--- src/rtl/climate_pkg.sv ---
// Shared types and default sizing for the multi-zone climate controller.
package climate_pkg;

    typedef enum logic [2:0] {
        OFF   = 3'd0,
        IDLE  = 3'd1,
        HEAT  = 3'd2,
        COOL  = 3'd3,
        DWELL = 3'd4,
        FAULT = 3'd5
    } zone_state_t;

    localparam int NUM_ZONES_DEF   = 4;
    localparam int TEMP_W_DEF      = 8;
    localparam int HYST_W_DEF      = 4;
    localparam int T_MIN_DEF       = -40;
    localparam int T_MAX_DEF       = 100;
    localparam int MIN_ON_CYC_DEF  = 4;
    localparam int MIN_OFF_CYC_DEF = 3;

    // One timer serves both hold and dwell, so it must count to the larger of the two.
    function automatic int tmr_width(input int on_cyc, input int off_cyc);
        int m;
        m = (on_cyc > off_cyc) ? on_cyc : off_cyc;
        return (m < 1) ? 1 : $clog2(m + 1);
    endfunction

    localparam int TMR_W = tmr_width(MIN_ON_CYC_DEF, MIN_OFF_CYC_DEF);

endpackage

--- src/rtl/climate_zone_fsm.sv ---
// One climate zone: hysteresis thermostat with minimum on-time, dwell and sticky range fault.
module climate_zone_fsm
    import climate_pkg::*;
#(
    parameter int TEMP_W      = TEMP_W_DEF,
    parameter int HYST_W      = HYST_W_DEF,
    parameter int T_MIN       = T_MIN_DEF,
    parameter int T_MAX       = T_MAX_DEF,
    parameter int MIN_ON_CYC  = MIN_ON_CYC_DEF,
    parameter int MIN_OFF_CYC = MIN_OFF_CYC_DEF,
    parameter int TW          = TMR_W
) (
    input  logic              clock,
    input  logic              reset,
    input  logic              off_btn,
    input  logic              sample_valid,
    input  logic [TEMP_W-1:0] temp,
    input  logic [TEMP_W-1:0] setpoint,
    input  logic [HYST_W-1:0] hyst,
    output logic              heater,
    output logic              cooler,
    output logic              fault
);

    localparam int W2           = TEMP_W + 2;
    localparam int ON_START_I   = (MIN_ON_CYC > 0) ? 1 : 0;
    localparam int OFF_START_I  = (MIN_OFF_CYC > 0) ? 1 : 0;

    localparam logic [TW-1:0] ON_MAX    = MIN_ON_CYC[TW-1:0];
    localparam logic [TW-1:0] OFF_MAX   = MIN_OFF_CYC[TW-1:0];
    localparam logic [TW-1:0] ON_START  = ON_START_I[TW-1:0];
    localparam logic [TW-1:0] OFF_START = OFF_START_I[TW-1:0];

    localparam logic signed [W2-1:0] T_MIN_X = T_MIN[W2-1:0];
    localparam logic signed [W2-1:0] T_MAX_X = T_MAX[W2-1:0];

    zone_state_t   state, state_nxt;
    logic [TW-1:0] timer, timer_nxt;

    logic signed [W2-1:0] t_x, sp_x, hy_x, lo, hi;
    logic                 out_of_range;

    // Two extra bits keep setpoint +/- hyst exact at the extremes of the temperature range.
    assign t_x  = {{2{temp[TEMP_W-1]}}, temp};
    assign sp_x = {{2{setpoint[TEMP_W-1]}}, setpoint};
    assign hy_x = {{(W2-HYST_W){1'b0}}, hyst};
    assign lo   = sp_x - hy_x;
    assign hi   = sp_x + hy_x;

    assign out_of_range = sample_valid && ((t_x < T_MIN_X) || (t_x > T_MAX_X));

    always_comb begin
        state_nxt = state;
        timer_nxt = timer;
        if (state != OFF && out_of_range) begin
            state_nxt = FAULT;
            timer_nxt = '0;
        end else begin
            case (state)
                OFF: begin
                    state_nxt = IDLE;
                    timer_nxt = '0;
                end
                IDLE: begin
                    timer_nxt = '0;
                    if (sample_valid && t_x < lo) begin
                        state_nxt = HEAT;
                        timer_nxt = ON_START;
                    end else if (sample_valid && t_x > hi) begin
                        state_nxt = COOL;
                        timer_nxt = ON_START;
                    end
                end
                HEAT: begin
                    if (timer == ON_MAX && sample_valid && t_x >= sp_x) begin
                        state_nxt = DWELL;
                        timer_nxt = OFF_START;
                    end else if (timer < ON_MAX) begin
                        timer_nxt = timer + 1'b1;
                    end
                end
                COOL: begin
                    if (timer == ON_MAX && sample_valid && t_x <= sp_x) begin
                        state_nxt = DWELL;
                        timer_nxt = OFF_START;
                    end else if (timer < ON_MAX) begin
                        timer_nxt = timer + 1'b1;
                    end
                end
                DWELL: begin
                    if (timer >= OFF_MAX) begin
                        state_nxt = IDLE;
                        timer_nxt = '0;
                    end else begin
                        timer_nxt = timer + 1'b1;
                    end
                end
                FAULT: begin
                    state_nxt = FAULT;
                    timer_nxt = '0;
                end
                default: begin
                    state_nxt = IDLE;
                    timer_nxt = '0;
                end
            endcase
        end
    end

    // The off button outranks reset and deliberately leaves the fault flag untouched.
    always_ff @(posedge clock) begin
        if (off_btn) begin
            state  <= OFF;
            timer  <= '0;
            heater <= 1'b0;
            cooler <= 1'b0;
        end else if (reset) begin
            state  <= IDLE;
            timer  <= '0;
            heater <= 1'b0;
            cooler <= 1'b0;
            fault  <= 1'b0;
        end else begin
            state  <= state_nxt;
            timer  <= timer_nxt;
            heater <= (state_nxt == HEAT);
            cooler <= (state_nxt == COOL);
            if (state_nxt == FAULT) begin
                fault <= 1'b1;
            end
        end
    end

endmodule

--- src/rtl/climate_zone_ctrl.sv ---
// Multi-zone thermostat top: one independent zone controller per sensor slice.
module climate_zone_ctrl
    import climate_pkg::*;
#(
    parameter int NUM_ZONES   = NUM_ZONES_DEF,
    parameter int TEMP_W      = TEMP_W_DEF,
    parameter int HYST_W      = HYST_W_DEF,
    parameter int T_MIN       = T_MIN_DEF,
    parameter int T_MAX       = T_MAX_DEF,
    parameter int MIN_ON_CYC  = MIN_ON_CYC_DEF,
    parameter int MIN_OFF_CYC = MIN_OFF_CYC_DEF
) (
    input  logic                        clock,
    input  logic                        reset,
    input  logic                        off_btn,
    input  logic [NUM_ZONES-1:0]        sample_valid,
    input  logic [NUM_ZONES*TEMP_W-1:0] temp,
    input  logic [TEMP_W-1:0]           setpoint,
    input  logic [HYST_W-1:0]           hyst,
    output logic [NUM_ZONES-1:0]        heater,
    output logic [NUM_ZONES-1:0]        cooler,
    output logic [NUM_ZONES-1:0]        fault
);

    localparam int TW = tmr_width(MIN_ON_CYC, MIN_OFF_CYC);

    for (genvar z = 0; z < NUM_ZONES; z++) begin : g_zone
        climate_zone_fsm #(
            .TEMP_W      (TEMP_W),
            .HYST_W      (HYST_W),
            .T_MIN       (T_MIN),
            .T_MAX       (T_MAX),
            .MIN_ON_CYC  (MIN_ON_CYC),
            .MIN_OFF_CYC (MIN_OFF_CYC),
            .TW          (TW)
        ) u_zone (
            .clock        (clock),
            .reset        (reset),
            .off_btn      (off_btn),
            .sample_valid (sample_valid[z]),
            .temp         (temp[z*TEMP_W +: TEMP_W]),
            .setpoint     (setpoint),
            .hyst         (hyst),
            .heater       (heater[z]),
            .cooler       (cooler[z]),
            .fault        (fault[z])
        );
    end

endmodule

--- config.mk ---
export PLATFORM = sky130hd
export DESIGN_NAME = climate_zone_ctrl
export DESIGN_NICKNAME = d
export VERILOG_FILES = /design/src/rtl/climate_pkg.sv /design/src/rtl/climate_zone_fsm.sv /design/src/rtl/climate_zone_ctrl.sv
export SDC_FILE = /design/constraint.sdc
export NUM_CORES = 1
export LEC_CHECK = 0
export ABC_AREA = 1
export CORE_ASPECT_RATIO = 0.7
export CORE_MARGIN = 8
export CORE_UTILIZATION = 59
export CTS_BUF_LIST = sky130_fd_sc_hd__clkbuf_4 sky130_fd_sc_hd__clkbuf_8
export DETAILED_ROUTE_END_ITERATION = 10
export PLACE_DENSITY = 0.83
export SLEW_MARGIN = 25
export SYNTH_ARGS = -nofsm -noshare
export SYNTH_HDL_FRONTEND = slang
export SYNTH_SLANG_ARGS = --single-unit
--- constraint.sdc ---
create_clock -name clock -period 5 [get_ports clock]
set_clock_uncertainty 0.05 [all_clocks]
set_input_delay 1 -clock clock [delete_from_list [all_inputs] [get_ports clock]]
set_output_delay 1 -clock clock [all_outputs]
set_load 0.05 [all_outputs]
Word-level counts from Yosys, hierarchy flattened
Cells that the tools add are included.

Register bits: 36. Input port bits: 51. Output and inout bits: 12. Logic and storage cells: 212.

$add $sub $neg: 6. $lt $le $gt $ge: 32. Eq/ne operators: 36. Mux-type cells: 64. Bitwise gates (word level): 1. Reductions and logical operators: 49.

Operator list (count): two-way mux 3 bit (44); case mux 3 bit (5 select lines) (4); == test 3 x 2 -> 1 bit (second input constant) (16); == test 3 bit (second input constant) (16); case mux 3 bit (4 select lines) (4); greater-than comparator 8 x 9 -> 1 bit (4); less-than comparator 8 x 9 -> 1 bit (4); greater-or-equal comparator 8 bit (4); greater-than comparator 8 bit (second input constant) (4); <= comparator 8 bit (4); less-than comparator 8 x 7 -> 1 bit (second input constant) (4); logical AND 1 bit (28); adder 3 x 1 -> 3 bit (second input constant) (4); == test 3 x 1 -> 1 bit (second input constant) (4); greater-or-equal comparator 3 x 2 -> 1 bit (second input constant) (4); less-than comparator 3 bit (second input constant) (4); two-way mux 1 bit (12); nonzero test 3 bit (4); OR reduction 3 bit (4); adder 8 x 5 -> 9 bit (1); subtractor 8 x 5 -> 9 bit (1); AND reduction 2 bit (4); nonzero test 2 bit (4); logical OR 1 bit (4); 2 further kinds (2).

Longest topological paths before layout
Gate-level depths: netlist of run 1.

Word-level depth: 10. Depth in mapped cells: 22.

By module
A second synthesis of run 1 with hierarchy kept.

Cell total of the unflattened synthesis: 1048. Area total of the unflattened synthesis: 6765.2 µm².

By module, submodules not included: climate_zone_fsm (g_zone[0].u_zone ...) (instances 2, cells each 265, area an instance 1705.4 µm², sequential area each 190.2 µm²); climate_zone_fsm (g_zone[1].u_zone) (instances 1, cells each 261, area an instance 1694.1 µm², sequential area each 190.2 µm²); climate_zone_fsm (g_zone[3].u_zone) (instances 1, cells each 257, area an instance 1660.3 µm², sequential area each 190.2 µm²).

Worst setup path before layout of run 1
Ideal clock, no wire load.

Path type: input-to-reg. From: input setpoint[0]. To: register g_zone[2].u_zone.fault, enable pin. Data arrival time: 3658 ps. Path slack: 1045 ps. Stages: 18. Cells stage by stage: inv_1 ha_1 inv_1 fa_1 a31oi_1 a31oi_1 a31oi_1 ha_1 a21oi_1 o21ai_0 a21oi_1 o21ai_0 a21oi_1 o21ai_0 nand2_1 nand3_1 o21ai_0 nor2_1.

Word-level cells in the longest chain between the ends: 10. Elaborated cells on any way between the ends: 19. Classes of those cells: add/sub (2); order compare (4); eq/ne (1); mux (6); reduce/logical (6).

Ends and longest elaborated chain: from (decl) (RTL line climate_zone_ctrl.sv:18) `input logic [TEMP_W-1:0] setpoint,`; adder 8 x 5 -> 9 bit (RTL line climate_zone_fsm.sv:48) `assign hi = sp_x + hy_x;`; greater-than comparator 8 x 9 -> 1 bit (RTL line climate_zone_fsm.sv:69) `end else if (sample_valid && t_x > hi) begin`; logical AND 1 bit (RTL line climate_zone_fsm.sv:69); two-way mux 3 bit (RTL line climate_zone_fsm.sv:69); two-way mux 3 bit (RTL line climate_zone_fsm.sv:66) `if (sample_valid && t_x < lo) begin`; case mux 3 bit (5 select lines) * (RTL line climate_zone_fsm.sv:59) `case (state)`; two-way mux 3 bit * (RTL line climate_zone_fsm.sv:55) `if (state != OFF && out_of_range) begin`; == test 3 bit * (RTL line climate_zone_fsm.sv:128) `if (state_nxt == FAULT) begin`; nonzero test 2 bit (no source line) *; AND reduction 2 bit (no source line) *; to (signal assigned) (RTL line climate_zone_fsm.sv:122) `fault <= 1'b0;`; to (signal assigned) (RTL line climate_zone_fsm.sv:129) `fault <= 1'b1;`; to (decl) (RTL line climate_zone_fsm.sv:22) `output logic fault`.

Every way passes the cells marked *; elsewhere a longest branch is shown, timed or not. A chain may end at the register's enable or synchronous reset.

Worst setup path after layout of run 1
From: input setpoint[0]. To: register g_zone[3].u_zone.fault, enable pin.

Word-level cells in the longest chain between the ends: 10. Elaborated cells on any way between the ends: 19. Classes of those cells: add/sub (2); order compare (4); eq/ne (1); mux (6); reduce/logical (6).

Ends and longest elaborated chain (RTL line): adder 8 x 5 -> 9 bit (climate_zone_fsm.sv:48); greater-than comparator 8 x 9 -> 1 bit (climate_zone_fsm.sv:69); logical AND 1 bit (climate_zone_fsm.sv:69); two-way mux 3 bit (climate_zone_fsm.sv:69); two-way mux 3 bit (climate_zone_fsm.sv:66); case mux 3 bit (5 select lines) * (climate_zone_fsm.sv:59); two-way mux 3 bit * (climate_zone_fsm.sv:55); == test 3 bit * (climate_zone_fsm.sv:128); nonzero test 2 bit (no source line) *; AND reduction 2 bit (no source line) *; to (signal assigned) (climate_zone_fsm.sv:122); to (signal assigned) (climate_zone_fsm.sv:129); to (decl) (climate_zone_fsm.sv:22).

Marks and branches as above.

==> results.md, run 1 <==
* Initial antenna violation count at 0
* Die X at 130 um
* Multi-input logic area at 4060 um2
* Routability Congestion at 0.963
* CTS tree: yes
* Num ports at 63
* Critical path's largest stage delay at 0.46 ns
* Flops & latches, synth at 36
* First-pass GRT wire length at 25.9 mm
* Worst-path maximum fanout at 4
* Syn avg cell area at 6.61 um2
* Biggest area consumer among synthesized cells: ha_1
* Drt via density at 5.76
* Vias in the first global route at 5712
* Worst-skew pair later-pin latency at 0.31 ns
* Number of synthesized flops with an enable pin at 4
* Max VDD drop at 0.120 mV
* Syn Inst Count at 818
* Status: finished clean
* Post-synth ARST share at 0%
* Via Count at 5787
* Ys flop type: dfxtp_1
* Pre-antenna DRT Iters at 6
* Final Max Slew Viols at 0
* Top-count cell post-synth: nand2_1
* CTS root buffer: clkbuf_8
* Gr usage total at 25.7%
* Worst slew pin tran at 0.645 ns
* Mapped Nets at 987
* Synth top area share at 26.8%
* Cts bufs inserted at 5
* Setup Slack @ Placement at 0.165 ns
* ANT cells at 0
* Grt total ovfl at 0
* Post-CTS sizing at 0
* Hold Worst Slack at 0.651 ns
* Max Cap Violations at 0
* Share of cells above drive strength 1 at 6.24%
* Area Growth Syn to Fin at 15.6%
* Port bufs at 62
* Fin worst setup slack at 0.438 ns
* Routed Wire Length at 15.4 mm
* Post-layout util at 69.5%
* Tmin final at 4.56 ns
* Hold-fix buffer count after cts at 0
* Largest net degree at the start of global routing at 14
* Die height at 96.1 um
* Clock buffer depth at 2
* Ordered list of cells on the worst path: clkdlybuf4s50_1 > inv_1 > ha_1 > inv_1 > fa_1 > a31oi_1 > xor2_1 > ha_1 > a21oi_1 > o31ai_1 > a21oi_1 > o21ai_0 > a21oi_1 > o21ai_0 > nand2_1 > nand3_1 > o21ai_0 > nor2_1
* Setup Fix Bufs, Post-CTS at 0
* Row cnt at 29
* Final Cycle Share at 91.2%
* Mapped Area at 5410 um2
* DPL Wire Length at 13.0 mm
* DRT iter0 DRCs at 552
* Full die area at 12500 um2
* Final hold violation count at 0
* Core area at 9000 um2
* DR DRC count at 0
* H-tree levels at 2
* Sequential Area at 761 um2
* CP max stage cell: clkdlybuf4s50_1
* Syn. warnings at 0
* R2R depth at 9
* Hold Path Depth at 3
* Sequential-to-total area share from yosys stat at 14.1%
* Synth top cells by count: nand2_1 (175), inv_1 (127), ha_1 (116)
* Setup TNS at 0 ns
* Pwr dens at 186 nW/um2
* Slew headroom at 56.9%
* Required time of the worst setup path at 5.01 ns
* Nets at 1049
* Worst Path Arrival at 4.57 ns
* Sink Count at 36
* CP endpoint kind: flip-flop
* Critical path class: in -> reg
* Peak Freq at 219 MHz
* Starting Density at 60.1%
* Routed len/inst at 15.3 um
* RSZ-0062 raised after global routing: no
* Worst setup SP type: input pin
* Clock transition at the registers of the reported paths at 0.08 ns
* Count of unique library cells instantiated by Yosys at 40
* Main area contributors after synthesis: ha_1 (27%), nand2_1 (12%), dfxtp_1 (12%)
* DRT antenna net count at 0
* Hold Crit Class: reg -> reg
* FILL cells at 781
* Total power at 1.16 mW
* Static leakage power at 3.15 nW
* Final setup vio count at 0
[routing by layer]
metal,vias up,part of all wire (%),global-route usage (%),wire length [um]
met3,32,7.6,4.21,1180
met5,-,0,0,0
met2,241,44,42.5,6770
met1,2656,47,34.6,7230
li1,2858,-,-,-
met4,0,1.5,5.99,231
[logic make-up after synthesis]
| group | Yosys count | share of synthesized area [%] |
|---|---|---|
| AO/OA/AOI/OAI | 151 | 15.9 |
| adder cells (fa/ha/maj) | 118 | 27.6 |
| buffers and inverters | 143 | 10.8 |
| AND/OR/NAND/NOR | 362 | 30.4 |
| XOR/XNOR | 8 | 1.30 |
| flip-flops | 36 | 14.1 |
[through the flow]
step / cells / area, um2
2_1_floorplan: 818 / 5410
3_5_place_dp: 997 / 6140
5_1_grt: 1005 / 6250
3_3_place_gp: 997 / 6140
4_1_cts: 1005 / 6250
6_report: 1005 / 6250
[final cells by class]
cell class | instances | area share [%]
Multi-Input combinational cell | 639 | 65.0
Sequential cell | 36 | 12.2
Clock buffer | 5 | 1.10
Clock inverter | 3 | 0.741
Inverter | 129 | 7.75
Tap cell | 124 | 2.48
Timing Repair Buffer | 69 | 10.8
[critical path: cells and delay by family]
kind	cells	cell delay, ns
buffers and inverters	3	0.60
adders and majority gates	3	0.91
AOI/OAI and AO/OA	8	1.34
xor gates and xnor gates	1	0.42
and+or+nand+nor	3	0.30
[cell usage in the layout, fill, tap and decap left out, types with 7 or more instances in the layout]
master,instances
nand2_1,175
inv_1,127
ha_1,116
nor2_1,64
clkdlybuf4s50_1,62
a21oi_1,60
o21ai_0,50
nand3_1,39
dfxtp_1,32
nor3_1,20
nand4_1,13
nand2_2,11
or2_2,11
nand3_2,10
a21boi_0,7
buf_4,7
[sequential cells by signal, summed over array words and instances (netlist names)]
register	cells
g_zone.u_zone.heater	4
g_zone.u_zone.timer	12
g_zone.u_zone.cooler	4
g_zone.u_zone.fault	4
g_zone.u_zone.state	12
[path summary, 6_finish.rpt]
path	to	startpoint	slack, ns
worst min-delay path	g_zone[1].u_zone.timer[0]	g_zone[1].u_zone.state[2]	0.65
worst min register to register	g_zone[1].u_zone.timer[0]	g_zone[1].u_zone.state[2]	0.65
worst max-delay path	g_zone[3].u_zone.fault	setpoint[0]	0.44
worst max register to register	g_zone[2].u_zone.fault	g_zone[2].u_zone.timer[2]	2.78
[power breakdown]
part           switching (mW)  internal, mW  leakage, nW
Clock                   0.121         0.150       0.0548
Combinational           0.352         0.227         2.80
Sequential             0.0102         0.304        0.298
Power figures use the tool's default switching activity.
==> run 2, diff against run 1 <==
- SKIP_CTS_REPAIR_TIMING: unset -> 1
==> results of run 2 <==
Final layout, timing and power as in run 1 (identical DEF).
==> run 3, diff against run 2 <==
- SLEW_MARGIN: 25 -> unset
==> results of run 3 <==
Final layout, timing and power as in run 1 (identical DEF).
==> variant 1: new RTL, config.mk and constraints of run 2 <==
Set the package constant `T_MAX_DEF` to 75 (it was 100).
--- a/src/rtl/climate_pkg.sv
+++ b/src/rtl/climate_pkg.sv
@@ -14,7 +14,7 @@
     localparam int TEMP_W_DEF      = 8;
     localparam int HYST_W_DEF      = 4;
     localparam int T_MIN_DEF       = -40;
-    localparam int T_MAX_DEF       = 100;
+    localparam int T_MAX_DEF       = 75;
     localparam int MIN_ON_CYC_DEF  = 4;
     localparam int MIN_OFF_CYC_DEF = 3;
 
Behaviour: not the same (Yosys sat finds a counterexample within 4 cycles, from zero or initial values and one cycle with reset high).
==> variant 1 against run 2 <==
  * Cell area down 0.62%
  * Area after synthesis decreased by 0.93%
  * Fmax is 0.62% higher
  * Critical path depth up 2
  * Wire length is 4.6% higher
  * Largest cell class unchanged
  * Power up 2.0%
  * Worst setup slack better by 0.028 ns
  * Sequential cell count did not move
==> variant 1: results (changes against run 2) <==
* Fillers at 798 (was 781)
* Synth Flop Type: dfxtp_1 (unchanged)
* Reg2Reg Setup Slack at 2.74 ns (was 2.78 ns)
* Sequential-to-total area share from yosys stat at 14.20% (was 14.06%)
* Synth cell types at 37 (was 40)
* Post-detail-place hpwl at 13700 um (was 13000 um)
* Yosys warning count at 0 (unchanged)
* Final Net Count at 1060 (was 1049)
* Tmin final at 4.534 ns (was 4.562 ns)
* Met2 GRT Util at 45.36% (was 42.46%)
* CP arrival at 4.51 ns (was 4.57 ns)
* Maximum clock insertion buffer count at 2 (unchanged)
* Maximum number of pins on one net before global-route repair at 12 (was 14)
* DR vias/cell at 5.698 (was 5.758)
* Clk slew on worst S/H paths at 0.08 ns (about the same)
* VDD IR max at 0.0001517 V (was 0.0001195 V)
* Cell area after placement at 6096 sq um (was 6136 sq um)
* Share of cells above drive strength 1 at 4.382% (was 6.243%)
* First-pass GRT wire length at 26160 um (was 25870 um)
* Pleak at 3.220 nW (was 3.155 nW)
* Placer Congestion at 0.9545 (was 0.9634)
* Fin Hold WS at 0.6008 ns (was 0.6509 ns)
* Port bufs at 62 (unchanged)
* Gr usage total at 26.37% (was 25.73%)
* Met1 Usage GRT at 34.51% (was 34.59%)
* Post-Layout Cell Count at 1014 (was 1005)
* Top post-synthesis cells by count: nand2_1, inv_1, ha_1, nor2_1, a21oi_1 (unchanged)
* Net Switching at 0.4892 mW (was 0.4834 mW)
* Vias in the first global route at 5633 (was 5712)
* Worst-Margin Slew at 0.8288 ns (was 0.6450 ns)
* Final WL at 16120 um (was 15410 um)
* Post-synth EDFFs at 4 (unchanged)
* Setup tns final at 0 ns (unchanged)
* Top cells by area, synth: ha_1, nand2_1, dfxtp_1 (unchanged)
* Status: finished clean (unchanged)
* GR Layer Usage met3 at 3.985% (was 4.206%)
* Iteration-0 DRC Markers at 451 (was 552)
* Pre-CTS setup slack at 0.1852 ns (was 0.1647 ns)
* Syn Inst Count at 825 (was 818)
* # DRC at 0 (unchanged)
==> variant 1: area by class of cell <==
class	count	area share, %
clock inverter	2	0.5438
multi-input combinational	649	64.69
sequential	36	12.25
clock buffer	6	1.329
inverter	126	7.613
timing repair buffer	71	11.08
tap	124	2.497
==> variant 1: worst paths after layout <==
kind | startpoint | to | cells after the start
setup / recovery | hyst[1] | g_zone[2].u_zone.fault | 20
hold / removal | g_zone[2].u_zone.state[2] | g_zone[2].u_zone.timer[0] | 3
setup reg to reg | g_zone[1].u_zone.state[0] | g_zone[1].u_zone.fault | 7
hold reg to reg | g_zone[2].u_zone.state[2] | g_zone[2].u_zone.timer[0] | 3
==> variant 1: cells by family after synthesis <==
logic type / count (synthesis) / share of synthesized area [%]
AND/OR/NAND/NOR: 384 / 31.01
buffers and inverters: 140 / 10.81
AO/OA/AOI/OAI: 137 / 14.38
adder cells (fa/ha/maj): 120 / 28.30
flip-flops: 36 / 14.20
XOR/XNOR: 8 / 1.308
==> variant 1: power groups by stage <==
| stage | logic [mW] | registers, mW | clock network, mW |
|---|---|---|---|
| 3_5_place_dp | 0.586 | 0.320 | 0 |
| 5_1_grt | 0.673 | 0.316 | 0.290 |
| 6_report | 0.601 | 0.314 | 0.273 |
| 3_3_place_gp | 0.557 | 0.320 | 0 |
| 4_1_cts | 0.589 | 0.314 | 0.277 |
| 2_1_floorplan | 0.391 | 0.317 | 0 |
==> variant 1: tightest hold or removal path, stage by stage, from the launching register on <==
cell      delay, ns
dfxtp_1        0.35
nor2_1         0.07
nand2_1        0.09
a21boi_0       0.08
==> variant 1: layer usage <==
metal / up-vias / part of all wire (%) / routed length, um
li1: 2874 / - / -
met1: 2632 / 46 / 7451
met2: 238 / 45 / 7201
met3: 34 / 7.5 / 1211
met4: 0 / 1.6 / 256
met5: - / 0 / 0
==> variant 2: new RTL, config.mk and constraints of run 2 <==
Without the edit above. Re-encode `zone_state_t` (6 states) as one-hot, 6 bits wide.
--- a/src/rtl/climate_pkg.sv
+++ b/src/rtl/climate_pkg.sv
@@ -1,13 +1,13 @@
 // Shared types and default sizing for the multi-zone climate controller.
 package climate_pkg;
 
-    typedef enum logic [2:0] {
-        OFF   = 3'd0,
-        IDLE  = 3'd1,
-        HEAT  = 3'd2,
-        COOL  = 3'd3,
-        DWELL = 3'd4,
-        FAULT = 3'd5
+    typedef enum logic [5:0] {
+        OFF   = 6'b000001,
+        IDLE  = 6'b000010,
+        HEAT  = 6'b000100,
+        COOL  = 6'b001000,
+        DWELL = 6'b010000,
+        FAULT = 6'b100000
     } zone_state_t;
 
     localparam int NUM_ZONES_DEF   = 4;
Function: same outputs for any inputs over 4 cycles, from zero or initial values and one cycle with reset high; so few cycles prove little.
==> variant 2 against run 2 <==
  * Critical path depth rose by 1
  * Via count increased by 6.5%
  * Global-route usage down 1.8 points
  * Cell area grew 9.6%
  * Sequential cell count up 12
  * Sequential share of layout area rose by 2.4 points
  * Clock power fell by 12%
  * Cell count grew 10%
  * Worst setup slack better by 0.0058 ns
  * Critical path type unchanged
  * Fmax increased by 0.13%
  * Area after synthesis rose by 12%
  * Wire length is 4.4% higher
  * Power up 3.7%
==> variant 2: results (changes against run 2) <==
* Adder-cell share of the synthesized area at 24.99% (was 27.57%)
* Sequential-to-total area share from yosys stat at 16.49% (was 14.06%)
* CP max FO at 5 (was 4)
* Status: finished clean (unchanged)
* Sequential cell area share at 14.61% (was 12.17%)
* Vias in the first global route at 5604 (was 5712)
* Synth cell types at 48 (was 40)
* Number of multi-input logic gates at 698 (was 639)
* Worst Hold Launch: g_zone[2].u_zone.state[3] (was g_zone[1].u_zone.state[2])
* Signal buffers at 66 (was 69)
* Multi-input logic area at 4364 sq um (was 4063 sq um)
* Top cells by area, synth: ha_1, dfxtp_1, nand2_1 (was ha_1, nand2_1, dfxtp_1)
* VDD IR max at 0.0001472 V (was 0.0001195 V)
* Pleak at 3.477 nW (was 3.155 nW)
* Worst hold stages at 4 (was 3)
* Max incr delay on CP at 0.69 ns (was 0.46 ns)
* Fin Hold WS at 0.5761 ns (was 0.6509 ns)
* Comb pwr share at 46.9% (was 49.8%)
* Total number of vias at 6165 (was 5787)
* Seq cells post-synth at 48 (was 36)
* Critical R2R Launch: g_zone[2].u_zone.state[4] (was g_zone[2].u_zone.timer[2])
* Hold worst-path end: g_zone[2].u_zone.state[3] (was g_zone[1].u_zone.timer[0])
* Synthesized area per cell at 6.589 sq um (was 6.612 sq um)
* Slowest CP cell: o21ai_0 (was clkdlybuf4s50_1)
* Pre-antenna DRT Iters at 5 (was 6)
* Worst Setup SP: setpoint[1] (was setpoint[0])
* Maximum number of pins on one net before global-route repair at 23 (was 14)
* Fillers at 963 (was 781)
* Layout clock buffers at 7 (was 5)
* R2r worst-path depth at 8 (was 9)
* Final Net Count at 1145 (was 1049)
* CP arrival at 4.72 ns (was 4.57 ns)
* Power Density at 176.3 nW/um^2 (was 186.3 nW/um^2)
* Reg2Reg Setup Slack at 2.84 ns (was 2.78 ns)
* Cell area after placement at 6763 sq um (was 6136 sq um)
variant 2: cell count changes in the layout (fill, tap and decap cells not counted), moves of 5 or more:
cell,before,now
nor2_1,64,93
inv_1,127,151
nand2_1,175,197
nand3_1,39,53
dfxtp_1,32,44
nor3_1,20,8
nor4_1,6,14
nand4_1,13,20
o21ai_0,50,44
or2_2,11,5
nor2_2,6,1
variant 2: worst max path at each step:
stage               slack [ns]                        end  cells after the start
floorplan                 1.26    g_zone[3].u_zone.cooler                     19
global placement          0.28  g_zone[2].u_zone.state[1]                     18
detailed placement        0.21    g_zone[3].u_zone.heater                     19
CTS                       0.53    g_zone[3].u_zone.cooler                     18
global route              0.13    g_zone[3].u_zone.cooler                     18
finish                    0.44    g_zone[3].u_zone.heater                     19
variant 2: routing by layer:
metal | GRT usage [%] | up-vias | share of wire, %
li1 | - | 3174 | -
met1 | 35.78 | 2757 | 51
met2 | 35.42 | 224 | 41
met3 | 3.635 | 10 | 8.0
met4 | 3.744 | 0 | 0.68
met5 | 0 | - | 0
